<file path="config.mk">
export PLATFORM = sky130hd
export DESIGN_NAME = cla_seq_adder_ctrl_flat
export DESIGN_NICKNAME = d
export VERILOG_FILES = /design/src/rtl/cla_seq_adder_ctrl_if.sv /design/src/rtl/cla_seq_adder_ctrl.sv /design/src/flat_wrapper.sv
export SDC_FILE = /design/constraint.sdc
export NUM_CORES = 1
export LEC_CHECK = 0
export BUFFER_PORTS_ARGS = -buffer_cell sky130_fd_sc_hd__buf_2
export CORE_MARGIN = 5
export CORE_UTILIZATION = 55
export CTS_CLUSTER_DIAMETER = 40
export DETAILED_ROUTE_END_ITERATION = 16
export GPL_ROUTABILITY_DRIVEN = 1
export PLACE_DENSITY = 0.79
export SYNTH_ARGS = -nofsm -noshare
export SYNTH_HDL_FRONTEND = slang
export SYNTH_SLANG_ARGS = --single-unit
</file>
<file path="constraint.sdc">
create_clock -name clk -period 4.5 [get_ports clk]
set_input_delay 0.9 -clock clk [delete_from_list [all_inputs] [get_ports clk]]
set_output_delay 0.9 -clock clk [all_outputs]
set_load 0.01 [all_outputs]
</file>
<file path="src/rtl/cla_seq_adder_ctrl_if.sv">
// Start/busy/done handshake and operand/result bus between the ALU datapath
// and the sequential carry-lookahead adder controller.
interface cla_seq_adder_ctrl_if #(
   parameter int unsigned WIDTH = 32
);
   logic             start;
   logic [WIDTH-1:0] a;
   logic [WIDTH-1:0] b;
   logic             sub;
   logic             cin;
   logic             busy;
   logic             done;
   logic [WIDTH-1:0] sum;
   logic             cout;
   logic             ovf;
   logic             zero;

   modport master (
      output start, a, b, sub, cin,
      input  busy, done, sum, cout, ovf, zero
   );

   modport slave (
      input  start, a, b, sub, cin,
      output busy, done, sum, cout, ovf, zero
   );
endinterface

</file>
<file path="src/rtl/cla_seq_adder_ctrl.sv">
// Multi-cycle adder/subtractor: one SLICE-bit carry-lookahead slice is reused
// for every slice of a WIDTH-bit operation, LSB first, carry held in a register.
module cla_seq_adder_ctrl #(
   parameter int unsigned WIDTH = 32,
   parameter int unsigned SLICE = 4
) (
   input logic                 clk,
   input logic                 reset,
   cla_seq_adder_ctrl_if.slave bus
);

   localparam int unsigned NSLICE = WIDTH / SLICE;
   localparam int unsigned KW     = (NSLICE > 1) ? $clog2(NSLICE) : 1;

   typedef enum logic [1:0] {StIdle, StRun, StDone} state_t;

   state_t           state_q;
   logic [WIDTH-1:0] opa_q;
   logic [WIDTH-1:0] opb_q;
   logic             carry_q;
   logic [KW-1:0]    k_q;
   logic [WIDTH-1:0] sum_q;
   logic             cout_q;
   logic             ovf_q;
   logic             zero_q;
   logic             busy_q;
   logic             done_q;

   logic [SLICE-1:0] sa;
   logic [SLICE-1:0] sb;
   logic [SLICE-1:0] g;
   logic [SLICE-1:0] p;
   logic [SLICE-1:0] ssum;
   logic [SLICE:0]   c;
   logic             prop;
   logic [WIDTH-1:0] sum_nx;
   int unsigned      base;
   logic             last;
   logic             accept;

   assign accept = bus.start && (state_q != StRun);
   assign last   = (k_q == KW'(NSLICE - 1));

   // Flat sum-of-products lookahead: each carry is built from g/p and carry_q
   // directly, never from a lower carry of the same slice.
   always_comb begin
      base = 32'(k_q) * SLICE;
      sa   = opa_q[base +: SLICE];
      sb   = opb_q[base +: SLICE];
      g    = sa & sb;
      p    = sa ^ sb;
      prop = 1'b0;
      c    = '0;
      c[0] = carry_q;
      for (int i = 0; i < SLICE; i++) begin
         c[i+1] = g[i];
         prop   = p[i];
         for (int j = i - 1; j >= 0; j--) begin
            c[i+1] = c[i+1] | (prop & g[j]);
            prop   = prop & p[j];
         end
         c[i+1] = c[i+1] | (prop & carry_q);
      end
      ssum                 = p ^ c[SLICE-1:0];
      sum_nx               = sum_q;
      sum_nx[base +: SLICE] = ssum;
   end

   always_ff @(posedge clk) begin
      if (reset) begin
         state_q <= StIdle;
         opa_q   <= '0;
         opb_q   <= '0;
         carry_q <= 1'b0;
         k_q     <= '0;
         sum_q   <= '0;
         cout_q  <= 1'b0;
         ovf_q   <= 1'b0;
         zero_q  <= 1'b0;
         busy_q  <= 1'b0;
         done_q  <= 1'b0;
      end else if (accept) begin
         // Subtraction becomes A + ~B + 1; cin only matters for add.
         opa_q   <= bus.a;
         opb_q   <= bus.sub ? ~bus.b : bus.b;
         carry_q <= bus.sub ? 1'b1 : bus.cin;
         k_q     <= '0;
         sum_q   <= '0;
         cout_q  <= 1'b0;
         ovf_q   <= 1'b0;
         zero_q  <= 1'b0;
         busy_q  <= 1'b1;
         done_q  <= 1'b0;
         state_q <= StRun;
      end else begin
         case (state_q)
            StRun: begin
               sum_q   <= sum_nx;
               carry_q <= c[SLICE];
               k_q     <= k_q + 1'b1;
               if (last) begin
                  cout_q  <= c[SLICE];
                  ovf_q   <= c[SLICE] ^ c[SLICE-1];
                  zero_q  <= (sum_nx == '0);
                  busy_q  <= 1'b0;
                  done_q  <= 1'b1;
                  state_q <= StDone;
               end
            end
            StDone: begin
               done_q  <= 1'b0;
               state_q <= StIdle;
            end
            default: state_q <= StIdle;
         endcase
      end
   end

   assign bus.busy = busy_q;
   assign bus.done = done_q;
   assign bus.sum  = sum_q;
   assign bus.cout = cout_q;
   assign bus.ovf  = ovf_q;
   assign bus.zero = zero_q;

endmodule

</file>
<file path="src/flat_wrapper.sv">
// flat-port wrapper written by rule: the top's interface ports become plain ports
module cla_seq_adder_ctrl_flat 
#(
   parameter int unsigned WIDTH = 32,
   parameter int unsigned SLICE = 4
)
  (clk, reset, bus_start, bus_a, bus_b, bus_sub, bus_cin, bus_busy, bus_done, bus_sum, bus_cout, bus_ovf, bus_zero);
  cla_seq_adder_ctrl_if #(.WIDTH(WIDTH)) bus_i ();
  input logic clk;
  input logic reset;
  input wire logic [$bits(bus_i.start)-1:0] bus_start;
  input wire logic [$bits(bus_i.a)-1:0] bus_a;
  input wire logic [$bits(bus_i.b)-1:0] bus_b;
  input wire logic [$bits(bus_i.sub)-1:0] bus_sub;
  input wire logic [$bits(bus_i.cin)-1:0] bus_cin;
  output wire logic [$bits(bus_i.busy)-1:0] bus_busy;
  output wire logic [$bits(bus_i.done)-1:0] bus_done;
  output wire logic [$bits(bus_i.sum)-1:0] bus_sum;
  output wire logic [$bits(bus_i.cout)-1:0] bus_cout;
  output wire logic [$bits(bus_i.ovf)-1:0] bus_ovf;
  output wire logic [$bits(bus_i.zero)-1:0] bus_zero;
  assign bus_i.start = bus_start;
  assign bus_i.a = bus_a;
  assign bus_i.b = bus_b;
  assign bus_i.sub = bus_sub;
  assign bus_i.cin = bus_cin;
  assign bus_busy = bus_i.busy;
  assign bus_done = bus_i.done;
  assign bus_sum = bus_i.sum;
  assign bus_cout = bus_i.cout;
  assign bus_ovf = bus_i.ovf;
  assign bus_zero = bus_i.zero;
  cla_seq_adder_ctrl #(.WIDTH(WIDTH), .SLICE(SLICE)) u_core (.clk(clk), .reset(reset), .bus(bus_i));
endmodule
</file>
==> results of run 1 <==
## per-stage QoR
stage          hold WS (ps)  power (W)  util [%]
3_3_place_gp          441.1   0.001366     62.88
2_1_floorplan         433.1   0.001278         -
4_1_cts               461.4   0.001972     65.04
5_1_grt               487.0   0.002052     65.04
3_5_place_dp          447.1   0.001377     62.88
6_report              461.4   0.001965     65.04
## layout make-up
type	count	area, um2
Sequential cell	107	2143
Tap cell	129	161.4
Multi-Input combinational cell	480	2942
Inverter	7	26.28
Timing Repair Buffer	114	593.1
Clock inverter	5	60.06
Clock buffer	11	141.4
Fill cell	812	3261
## worst min path at each step
stage                             to  slack [ps]
global route        u_core.opa_q[24]         490
global placement    u_core.opa_q[14]         440
finish              u_core.opa_q[24]         460
CTS                 u_core.opa_q[24]         460
detailed placement   u_core.opa_q[9]         450
floorplan           u_core.opa_q[10]         430
## power breakdown
part / total (W) / internal (W) / switching (W)
Sequential: 0.00103 / 0.000995 / 0.0000331
Combinational: 0.000330 / 0.000141 / 0.000189
Clock: 0.000607 / 0.000275 / 0.000332
## flip-flops by register name, indices dropped and copies added, names as in the netlist
register / count
u_core.opa_q: 32
u_core.k_q: 3
u_core.bus.done: 1
u_core.opb_q: 32
u_core.carry_q: 1
u_core.bus.cout: 1
u_core.bus.busy: 1
u_core.bus.sum: 32
u_core.bus.zero: 1
u_core.state_q: 2
u_core.bus.ovf: 1
## synth_stat cells (all sizes together), types with 6 or more instances
library cell  instances
nand2               131
dfxtp               107
nor2                 76
a21oi                69
clkbuf               38
a211oi               34
xnor2                33
o21ai                17
mux4                 16
nor3                 13
ha                   12
buf                  10
mux2i                 9
nand3                 9
nand4                 7
inv                   6
nand2b                6
## critical path, delay by kind of cell (launching register included)
| family | cells | cell delay (ps) |
|---|---|---|
| flops | 1 | 820 |
| compound gates | 4 | 770 |
| mux | 1 | 580 |
| xor+xnor | 1 | 530 |
| simple gates | 4 | 500 |
| fa+ha+maj | 1 | 450 |
## per-layer routing
| metal | track usage (%) | vias to the layer above | part of all wire [%] |
|---|---|---|---|
| li1 | - | 2372 | - |
| met3 | 3.701 | 27 | 6.6 |
| met1 | 30.77 | 2222 | 44 |
| met5 | 0 | - | 0 |
| met2 | 36.63 | 174 | 47 |
| met4 | 8.927 | 0 | 2.4 |
## kinds of logic after synthesis
| logic type | Yosys count | synth area share, % |
|---|---|---|
| AOI/OAI and AO/OA | 143 | 16.66 |
| xor gates and xnor gates | 35 | 5.789 |
| adders and majority gates | 13 | 3.214 |
| buffers and inverters | 55 | 4.135 |
| DFF | 107 | 40.45 |
| muxes | 25 | 8.507 |
| and+or+nand+nor | 264 | 21.24 |
==> metrics.md, run 1 <==
| Metric | Value |
|---|---|
| Fmax | 0.2668 GHz |
| Non-Filler Instances | 853 |
| WL per Instance | 15.34 um |
| WL final | 13080 um |
| Layout Nets | 801 |
| Pre-antenna DRT Iters | 7 |
| Number of global-route vias before repair | 4560 |
| Synth top area share | 40.45% |
| I/O Buffers | 105 |
| Max Cap Viol | 0 |
| Dpl cells | 837 |
| Status | complete, no violations |
| Register area share after synthesis | 40.45% |
| Setup TNS Final | 0 ps |
| Total number of H-tree levels | 3 |
| Pre-CTS setup slack | 755.3 ps |
| Post-Syn Nets | 724 |
| Crit path max-delay cell type | dfxtp_2 |
| CP max FO | 26 |
| Reg2Reg Setup Slack | 750 ps |
| Final setup viols | 0 |
| Power per Cell Area | 323.9 nW/um2 |
| Min cycle time layout | 3747 ps |
| CTS Root Cell | clkbuf_8 |
| Fraction of registers with async set/reset | 0% |
| ANT nets after route | 0 |
| Setup ws final | 752.5 ps |
| Pins over their slew limit | 0 |
| Top Ports | 106 |
| Unrepaired setup endpoints after global routing | no |
| FF-to-FF End | u_core.bus.zero |
| Worst Max-Slew Pin Slew | 1165 ps |
| Critical path required time | 4800 ps |
| VDD IR-drop max | 0.1879 mV |
| GRT overflow | 0 |
| Via count | 4795 |
| Die extent in y | 108.1 um |
| Clock Tree Buf Depth | 2 |
| First-pass GRT wire length | 21520 um |
| Skew final | 13.75 ps |
| Rel. slew slack | 21.09% |
| Commonest non-fill, non-tap cells in the layout | nand2_1, dfxtp_1, buf_2, nor2_1, a21oi_1 |
| Crit path DAT | 4050 ps |
| Pin count of the biggest net entering global routing | 99 |
| Hold path start | u_core.opa_q[24] |
| FP Rows | 35 |
| Critical-path cell list | mux4_2 -> nand2_1 -> nand2_1 -> fa_1 -> xnor2_1 -> nor2_1 -> a21oi_1 -> o32ai_1 -> a2111oi_2 -> nand4_1 -> o21ai_1 |
| Worst r2r src | u_core.k_q[0] |
| Leakage Power | 2.450 nW |
| Tcrit/Tclk final | 83.28% |
| Crit. End Element | flip-flop |
| R2R cell count | 11 |
| Synth-to-Final Area Change | 14.58% |
| Drt via density | 5.621 |
| Fin. Hold Viols | 0 |
| Critical path startpoint category | flip-flop |
| Post-CTS Setup Inserts | 0 |
| DRT iter0 DRCs | 323 |
| DPL Wire Length | 9455 um |
| Clk sinks | 107 |
| Synthesized area | 5295 um2 |
| GRT Util Overall | 22.78% |
| Total die area | 11690 um2 |
| Synth warnings | 0 |
| Commonest non-fill, non-tap cell in the layout | nand2_1 |
| Cells after Synth | 642 |
| Core ar. | 9328 um2 |
| Peak per-stage delay on the critical path | 820 ps |
| Ranking of synthesized cells by area | dfxtp_1, nand2_1, mux4_2 |
| TritonCTS clock tree | built |
| Worst-path clk slew | 100 ps |
| Avg Cell Area, Syn | 8.248 um2 |
| Post-CTS sizing | 0 |
| Ratio of cells with drive above 1 in the final layout | 20.99% |
| Synth cell types | 53 |
| Crit path launch | u_core.k_q[0] |
| Ant. Diodes | 0 |
| Crit path kind | flip-flop to flip-flop |
| Placed Area | 5866 um2 |
| Placer Congestion | 0.9194 |
| Area leader, netlist | dfxtp_1 |
| Worst skew pair latency | 370 ps |
| Most frequent CP cell | nand2_1 |
| CTS Hold Bufs | 0 |
| Flops & latches, synth | 107 |
| Fin area | 6067 um2 |
| Min-Delay Path Depth | 2 |
| Die width | 108.1 um |
| Drt drc | 0 |
| Antenna violations before repair | 0 |
| Initial Util | 56.77% |
| Min-Delay Path Class | flip-flop to flip-flop |
| Num CTS Buffers | 9 |
| Post-synth EDFFs | 0 |
| Critical path endpoint | u_core.bus.zero |
| Top_reg_cell synth | dfxtp_1 |
Power figures use the tool's default switching activity.
==> run 2, diff against run 1 <==
--- a/config.mk
+++ b/config.mk
@@ -5,13 +5,14 @@
 export SDC_FILE = /design/constraint.sdc
 export NUM_CORES = 1
 export LEC_CHECK = 0
+export ABC_AREA = 1
 export BUFFER_PORTS_ARGS = -buffer_cell sky130_fd_sc_hd__buf_2
 export CORE_MARGIN = 5
-export CORE_UTILIZATION = 55
+export CORE_UTILIZATION = 56
 export CTS_CLUSTER_DIAMETER = 40
 export DETAILED_ROUTE_END_ITERATION = 16
 export GPL_ROUTABILITY_DRIVEN = 1
-export PLACE_DENSITY = 0.79
+export PLACE_DENSITY = 0.8
 export SYNTH_ARGS = -nofsm -noshare
 export SYNTH_HDL_FRONTEND = slang
 export SYNTH_SLANG_ARGS = --single-unit
==> constraint.sdc (replaced) <==
create_clock -name clk -period 3.8 [get_ports clk]
set_input_delay 0.76 -clock clk [delete_from_list [all_inputs] [get_ports clk]]
set_output_delay 0.76 -clock clk [all_outputs]
set_load 0.01 [all_outputs]
==> run 2 against run 1 <==
Clock-buffer cell count did not move. Final area rose by 3.2%. Global-route usage rose by 3.2 points. Core utilization fell by 0.090 points. Maximum frequency rose by 12%. First-iteration DRC count rose by 21%. Sequential power rose by 20%. Via count rose by 13%. Cell count rose by 18%. Clock skew fell by 4.2 ps. Total power rose by 29%.
==> metrics.md, run 2 <==
| Metric | Value |
|---|---|
| Clock Tree Buf Depth | 2 |
| Worst skew pair latency | 370 ps |
| Sw Pwr | 0.0007546 W |
| Crit path max-delay cell type | fa_1 |
| Crit path kind | flip-flop to flip-flop |
| Unrepaired setup endpoints after global routing | no |
| Total number of H-tree levels | 3 |
| Worst-path clk slew | 100 ps |
| Power per Cell Area | 403.6 nW/um2 |
| Area leader, netlist | dfxtp_1 |
| Status | complete, no violations |
| Clock group share of total power | 31.1% |
| Setup TNS Final | 0 ps |
| TritonCTS clock tree | built |
| FP Rows | 36 |
| Worst Max-Slew Pin Slew | 946.9 ps |
| Synth top area share | 39.26% |
| GRT Util Overall | 26.02% |
| Filler cells | 941 |
| Ant. Diodes | 0 |
| Clk sinks | 107 |
| I/O Buffers | 105 |
| Min cycle time layout | 3357 ps |
| WL final | 14970 um |
| CP top delay family | simple AND/OR/NAND/NOR gates |
| VDD IR-drop max | 0.2009 mV |
| Fmax | 0.2979 GHz |
| CP max FO | 44 |
| Seq pwr share | 48.9% |
| Initial Util | 56.61% |
| Max Cap Viol | 0 |
| Commonest non-fill, non-tap cells in the layout | nand2_1, nor2_1, o21ai_0, dfxtp_1, buf_2 |
| WL per Instance | 14.88 um |
| Tcrit/Tclk final | 88.33% |
| Skew final | 9.589 ps |
| Pin count of the biggest net entering global routing | 64 |
| Min-Delay Path Class | flip-flop to flip-flop |
| CTS Root Cell | clkbuf_8 |
| Top_reg_cell synth | dfxtp_1 |
| Synth warnings | 0 |
| Gate power share | 20.0% |
| Ratio of cells with drive above 1 in the final layout | 16.49% |
| Top cells by count, synth | nand2_1, nor2_1, dfxtp_1, o21ai_0, inv_1 |
| Drt via density | 5.388 |
| Critical-path cell list | buf_4 -> nor2_1 -> o22ai_1 -> nor2_1 -> a31oi_1 -> fa_1 -> nand4_1 -> nand2_1 -> nand2_1 -> nand2_1 -> nor2_1 -> nand3_1 -> nor2_1 -> nand3_1 -> nor2_1 -> nand2_1 -> a21oi_1 |
| Die width | 108.7 um |
| DRT iter0 DRCs | 391 |
| Post-CTS Setup Inserts | 0 |
| Layout Nets | 950 |
| Final Core Density | 64.95% |
| Number of global-route vias before repair | 5061 |
| Via count | 5420 |
| Ranking of synthesized cells by area | dfxtp_1, o21ai_0, nand2_1 |
| Die extent in y | 108.7 um |
| WP buf/inv | 1 |
| CTS Hold Bufs | 0 |
| First-pass GRT wire length | 24250 um |
| Final setup viols | 0 |
| Most frequent CP cell | nor2_1 |
| Post-Syn Nets | 870 |
| Peak per-stage delay on the critical path | 590 ps |
| Core ar. | 9639 um2 |
| Fin. Hold Viols | 0 |
| Antenna violations before repair | 0 |
| Int Pwr | 0.001772 W |
| Synth cell types | 30 |
| Drt drc | 0 |
| Top Ports | 106 |
| Fin area | 6261 um2 |
| Pre-CTS setup slack | 575.7 ps |
| Setup ws final | 443.4 ps |
| Register area share after synthesis | 39.26% |
| Placer Congestion | 0.9506 |
| Placed Area | 6035 um2 |
| Num CTS Buffers | 9 |
| Synth-to-Final Area Change | 14.74% |
| Pre-antenna DRT Iters | 5 |
| GRT overflow | 0 |
| Cells after Synth | 788 |
| Critical path required time | 4100 ps |
| Leakage Power | 2.908 nW |
| Post-synth EDFFs | 0 |
| Total die area | 11820 um2 |
| ANT nets after route | 0 |
| DPL Wire Length | 10970 um |
| Flops & latches, synth | 107 |
| Sw Ratio | 29.86% |
| Commonest non-fill, non-tap cell in the layout | nand2_1 |
| Pins over their slew limit | 0 |
| Crit path DAT | 3650 ps |
| Fraction of registers with async set/reset | 0% |
| Synthesized area | 5456 um2 |
| Critical path startpoint category | flip-flop |
| Rel. slew slack | 36.72% |
| Avg Cell Area, Syn | 6.924 um2 |
| Crit. End Element | flip-flop |
| Post-CTS sizing | 0 |
| Most frequent cell after synthesis | nand2_1 |
## run 2: cell count changes after synthesis, sizes merged, moves of 8 or more
cell    before  now
inv          6   77
a211oi      34    0
nand3        9   27
mux2i        9    0
o211ai       1   20
a31oi        2   10
nand2      131  143
a21oi       69   39
o22ai        3   20
nor3        13    0
o21ai       17  107
nor2        76  129
mux4        16    0
## run 2: layer usage
metal	share of wire, %	GRT usage (%)	wire length [um]	vias to the layer above
met1	45	35.56	6766	2469
met3	7.6	4.737	1140	22
li1	-	-	-	2732
met5	0	0	0	-
met4	1.8	7.845	276	0
met2	45	42.01	6783	197
## run 2: final cells by class
class	count	area (um2)	share of cell area [%]
clock inverter	5	85.08	1.359
timing repair buffer	113	585.6	9.353
sequential	107	2142	34.21
clock buffer	11	141.4	2.258
inverter	78	292.8	4.676
multi-input combinational	559	2848	45.48
tap	133	166.4	2.658
## run 2: power groups by stage
| stage | Clock, W | Sequential (W) | Combinational (W) |
|---|---|---|---|
| after floorplan | 0 | 0.00126 | 0.000338 |
| after global placement | 0 | 0.00126 | 0.000488 |
| after detailed placement | 0 | 0.00126 | 0.000500 |
| after CTS | 0.000798 | 0.00124 | 0.000503 |
| after global routing | 0.000847 | 0.00125 | 0.000566 |
| final | 0.000785 | 0.00124 | 0.000505 |
## run 2: worst reg2reg max path, cell delays in order (launching register included)
cell and delay [ps]:
dfxtp_1 360, buf_4 420, nor2_1 150, o22ai_1 160
nor2_1 60, a31oi_1 350, fa_1 590, nand4_1 180
nand2_1 100, nand2_1 80, nand2_1 50, nor2_1 180
nand3_1 110, nor2_1 110, nand3_1 90, nor2_1 110
nand2_1 70, a21oi_1 110
## run 2: worst paths after layout
check / start / endpoint / slack (ps) / depth (start not counted)
worst max register to register: u_core.k_q[0] / u_core.bus.zero / 440 / 17
worst min-delay path: u_core.opb_q[2] / u_core.opb_q[2] / 470 / 2
worst min register to register: u_core.opb_q[2] / u_core.opb_q[2] / 470 / 2
worst max-delay path: u_core.k_q[0] / u_core.bus.zero / 440 / 17
## run 2: kinds of logic after synthesis
family,Yosys count,synth area share [%]
adders and majority gates,13,3.118
AOI/OAI and AO/OA,196,19.72
and+or+nand+nor,318,24.17
buffers and inverters,122,8.599
xor gates and xnor gates,32,5.136
DFF,107,39.26
## run 2: metrics by stage
| step | hold slack (ps) | std cells | power (W) |
|---|---|---|---|
| finish | 466.3 | 1006 | 0.002527 |
| global route | 483.1 | 1006 | 0.002658 |
| CTS | 468.1 | 1006 | 0.002536 |
| detailed placement | 443.8 | 990 | 0.001761 |
| global placement | 438.5 | 990 | 0.001747 |
| floorplan | 423.0 | 788 | 0.001597 |
==> run 3, diff against run 2 <==
--- a/config.mk
+++ b/config.mk
@@ -8,11 +8,12 @@
 export ABC_AREA = 1
 export BUFFER_PORTS_ARGS = -buffer_cell sky130_fd_sc_hd__buf_2
 export CORE_MARGIN = 5
-export CORE_UTILIZATION = 56
+export CORE_UTILIZATION = 31
 export CTS_CLUSTER_DIAMETER = 40
 export DETAILED_ROUTE_END_ITERATION = 16
 export GPL_ROUTABILITY_DRIVEN = 1
-export PLACE_DENSITY = 0.8
+export PLACE_DENSITY = 0.49
+export SETUP_SLACK_MARGIN = 0.2
 export SYNTH_ARGS = -nofsm -noshare
 export SYNTH_HDL_FRONTEND = slang
 export SYNTH_SLANG_ARGS = --single-unit
==> run 3 against run 2 <==
Clock skew barely moved. Largest cell class unchanged. Final area increased by 3.6%. Sequential power barely moved. Worst hold slack worse by 9.5 ps.
==> metrics.md, run 3 (synthesized netlist as in run 2, its figures left out) <==
| Metric | Value |
|---|---|
| Top Layer Used | met4 |
| Commonest non-fill, non-tap cells in the layout | nand2_1, nor2_1, o21ai_0, dfxtp_1, buf_2 |
| Hold Path Sink | u_core.opb_q[3] |
| DPL Wire Length | 11800 um |
| Total number of H-tree levels | 3 |
| Initial Util | 31.55% |
| Pre-CTS setup slack | 541.7 ps |
| Final setup viols | 0 |
| R2R cell count | 17 |
| ANT nets after route | 0 |
| Clock Tree Buf Depth | 2 |
| Setup ws final | 545.0 ps |
| GRT overflow | 0 |
| Number of global-route vias before repair | 5040 |
| Min cycle time layout | 3255 ps |
| Critical path startpoint category | flip-flop |
| Min-Delay Path Depth | 2 |
| Power per Cell Area | 416.0 nW/um2 |
| Placer Congestion | 0.9017 |
| WL final | 16150 um |
| Peak per-stage delay on the critical path | 570 ps |
| I/O Buffers | 105 |
| Filler cells | 1895 |
| Critical-path cell list | buf_4 -> o21ai_0 -> o22ai_1 -> nor2_1 -> a31oi_1 -> fa_1 -> nand4_1 -> nand2_1 -> nand2_1 -> nand2_1 -> nor2_1 -> nand3_1 -> nor2_1 -> nand3_1 -> nor2_1 -> nand2_1 -> a21oi_1 |
| Pin count of the biggest net entering global routing | 64 |
| Top Ports | 106 |
| Tcrit/Tclk final | 85.66% |
| Via count | 5224 |
| CP max FO | 44 |
| Setup TNS Final | 0 ps |
| Pre-antenna DRT Iters | 4 |
| Unrepaired setup endpoints after global routing | no |
| Antenna violations before repair | 0 |
| Max Cap Viol | 0 |
| Status | complete, no violations |
| Fin. Hold Viols | 0 |
| Ratio of cells with drive above 1 in the final layout | 17.01% |
| WL per Instance | 14.66 um |
| Leakage Power | 2.950 nW |
| Min-Delay Path Class | flip-flop to flip-flop |
| Num CTS Buffers | 9 |
| Die extent in y | 142.7 um |
| Synth-to-Final Area Change | 18.85% |
| Crit path DAT | 3530 ps |
| Fmax | 0.3072 GHz |
| Critical path required time | 4080 ps |
| GRT Util Overall | 16.27% |
| CTS Root Cell | clkbuf_16 |
| Commonest non-fill, non-tap cell in the layout | nand2_1 |
| VDD IR-drop max | 0.2279 mV |
| Routed wl met2 | 7449 um |
| DRT iter0 DRCs | 270 |
| Worst Max-Slew Pin Slew | 1056 ps |
| Met1 WL | 7675 um |
| Clk sinks | 107 |
| Reg2Reg Setup Slack | 550 ps |
| FF-to-FF End | u_core.bus.zero |
| Drt drc | 0 |
| Fin area | 6485 um2 |
| Met3 WL | 889 um |
| Die width | 142.7 um |
| Total die area | 20350 um2 |
| Crit path max-delay cell type | fa_1 |
| First-pass GRT wire length | 26340 um |
| Placed Area | 6150 um2 |
| Pins over their slew limit | 0 |
| CP top delay family | simple AND/OR/NAND/NOR gates |
| TritonCTS clock tree | built |
| Skew final | 9.452 ps |
| FP Rows | 48 |
| Drt via density | 4.740 |
| Worst-path clk slew | 70 ps |
| WP buf/inv | 1 |
| Worst r2r src | u_core.k_q[0] |
| Rel. slew slack | 29.42% |
| Crit. End Element | flip-flop |
| Core ar. | 17300 um2 |
| Hold path start | u_core.opb_q[3] |
| Worst skew pair latency | 360 ps |
| Layout Nets | 953 |
| Crit path kind | flip-flop to flip-flop |
==> run 3: changes by cell type in the layout (fill, tap and decap cells not counted) <==
| cell | delta |
|---|---|
| clkbuf_8 | -10 |
| clkbuf_16 | +9 |
| clkinv_1 | -1 |
| diode_2 | +1 |
| inv_6 | -1 |
| clkinvlp_4 | +3 |
| bufinv_16 | -1 |
| clkinv_4 | +1 |
| inv_1 | -1 |
| buf_4 | +3 |
| inv_8 | +1 |
==> run 3: through the flow <==
stage | utilization (%) | power (W) | hold slack [ps] | cells
floorplan | - | 0.001597 | 423.0 | 788
global placement | 35.55 | 0.001771 | 435.4 | 1082
detailed placement | 35.55 | 0.001766 | 442.0 | 1082
CTS | 37.30 | 0.002737 | 461.3 | 1098
global route | 37.48 | 0.002852 | 484.4 | 1101
finish | 37.49 | 0.002698 | 456.9 | 1102
==> run 3: layer usage <==
metal  up-vias  global-route usage, %
li1       2746                      -
met1      2356                  22.23
met2       112                  26.16
met3        10                  4.086
met4         0                  3.352
met5         -                      0
==> run 3: cell type report <==
type	instances	area (um2)	area share [%]
sequential	107	2142	33.03
inverter	78	300.3	4.631
clock buffer	10	229.0	3.531
multi-input combinational	559	2848	43.91
tap	225	281.5	4.341
clock inverter	6	73.82	1.138
antenna	1	2.502	0.03859
timing repair buffer	116	608.1	9.377
==> run 3: power by group <==
| group | leakage [nW] | switching (W) | total [W] | internal (W) |
|---|---|---|---|---|
| combinational | 1.93 | 0.000317 | 0.000502 | 0.000185 |
| sequential | 0.879 | 0.0000400 | 0.00123 | 0.00119 |
| clock | 0.141 | 0.000442 | 0.000961 | 0.000519 |
==> run 3: worst min-delay path: stages, from the launching register on <==
cell and delay [ps]:
dfxtp_1 320, nand2_1 50, o21ai_0 60
==> run 3: worst max path at each step <==
stage                             start              end  slack (ps)  cells past startpoint
after detailed placement  u_core.k_q[2]  u_core.bus.zero         540                     14
after global placement    u_core.k_q[2]  u_core.bus.zero         580                     14
after CTS                 u_core.k_q[2]  u_core.bus.zero         510                     14
after global routing      u_core.k_q[0]  u_core.bus.zero         210                     18
after floorplan           u_core.k_q[0]  u_core.bus.zero         790                     19
final                     u_core.k_q[0]  u_core.bus.zero         550                     17
==> run 3: what timing repair did <==
item / 4_1_cts / 5_1_grt
endpoints found under the setup margin: 0 / 1
hold endpoints to repair: 0 / 0
gates resized for setup: 0 / 2
buffers inserted: 0 / 3
hold buffers: 0 / 0
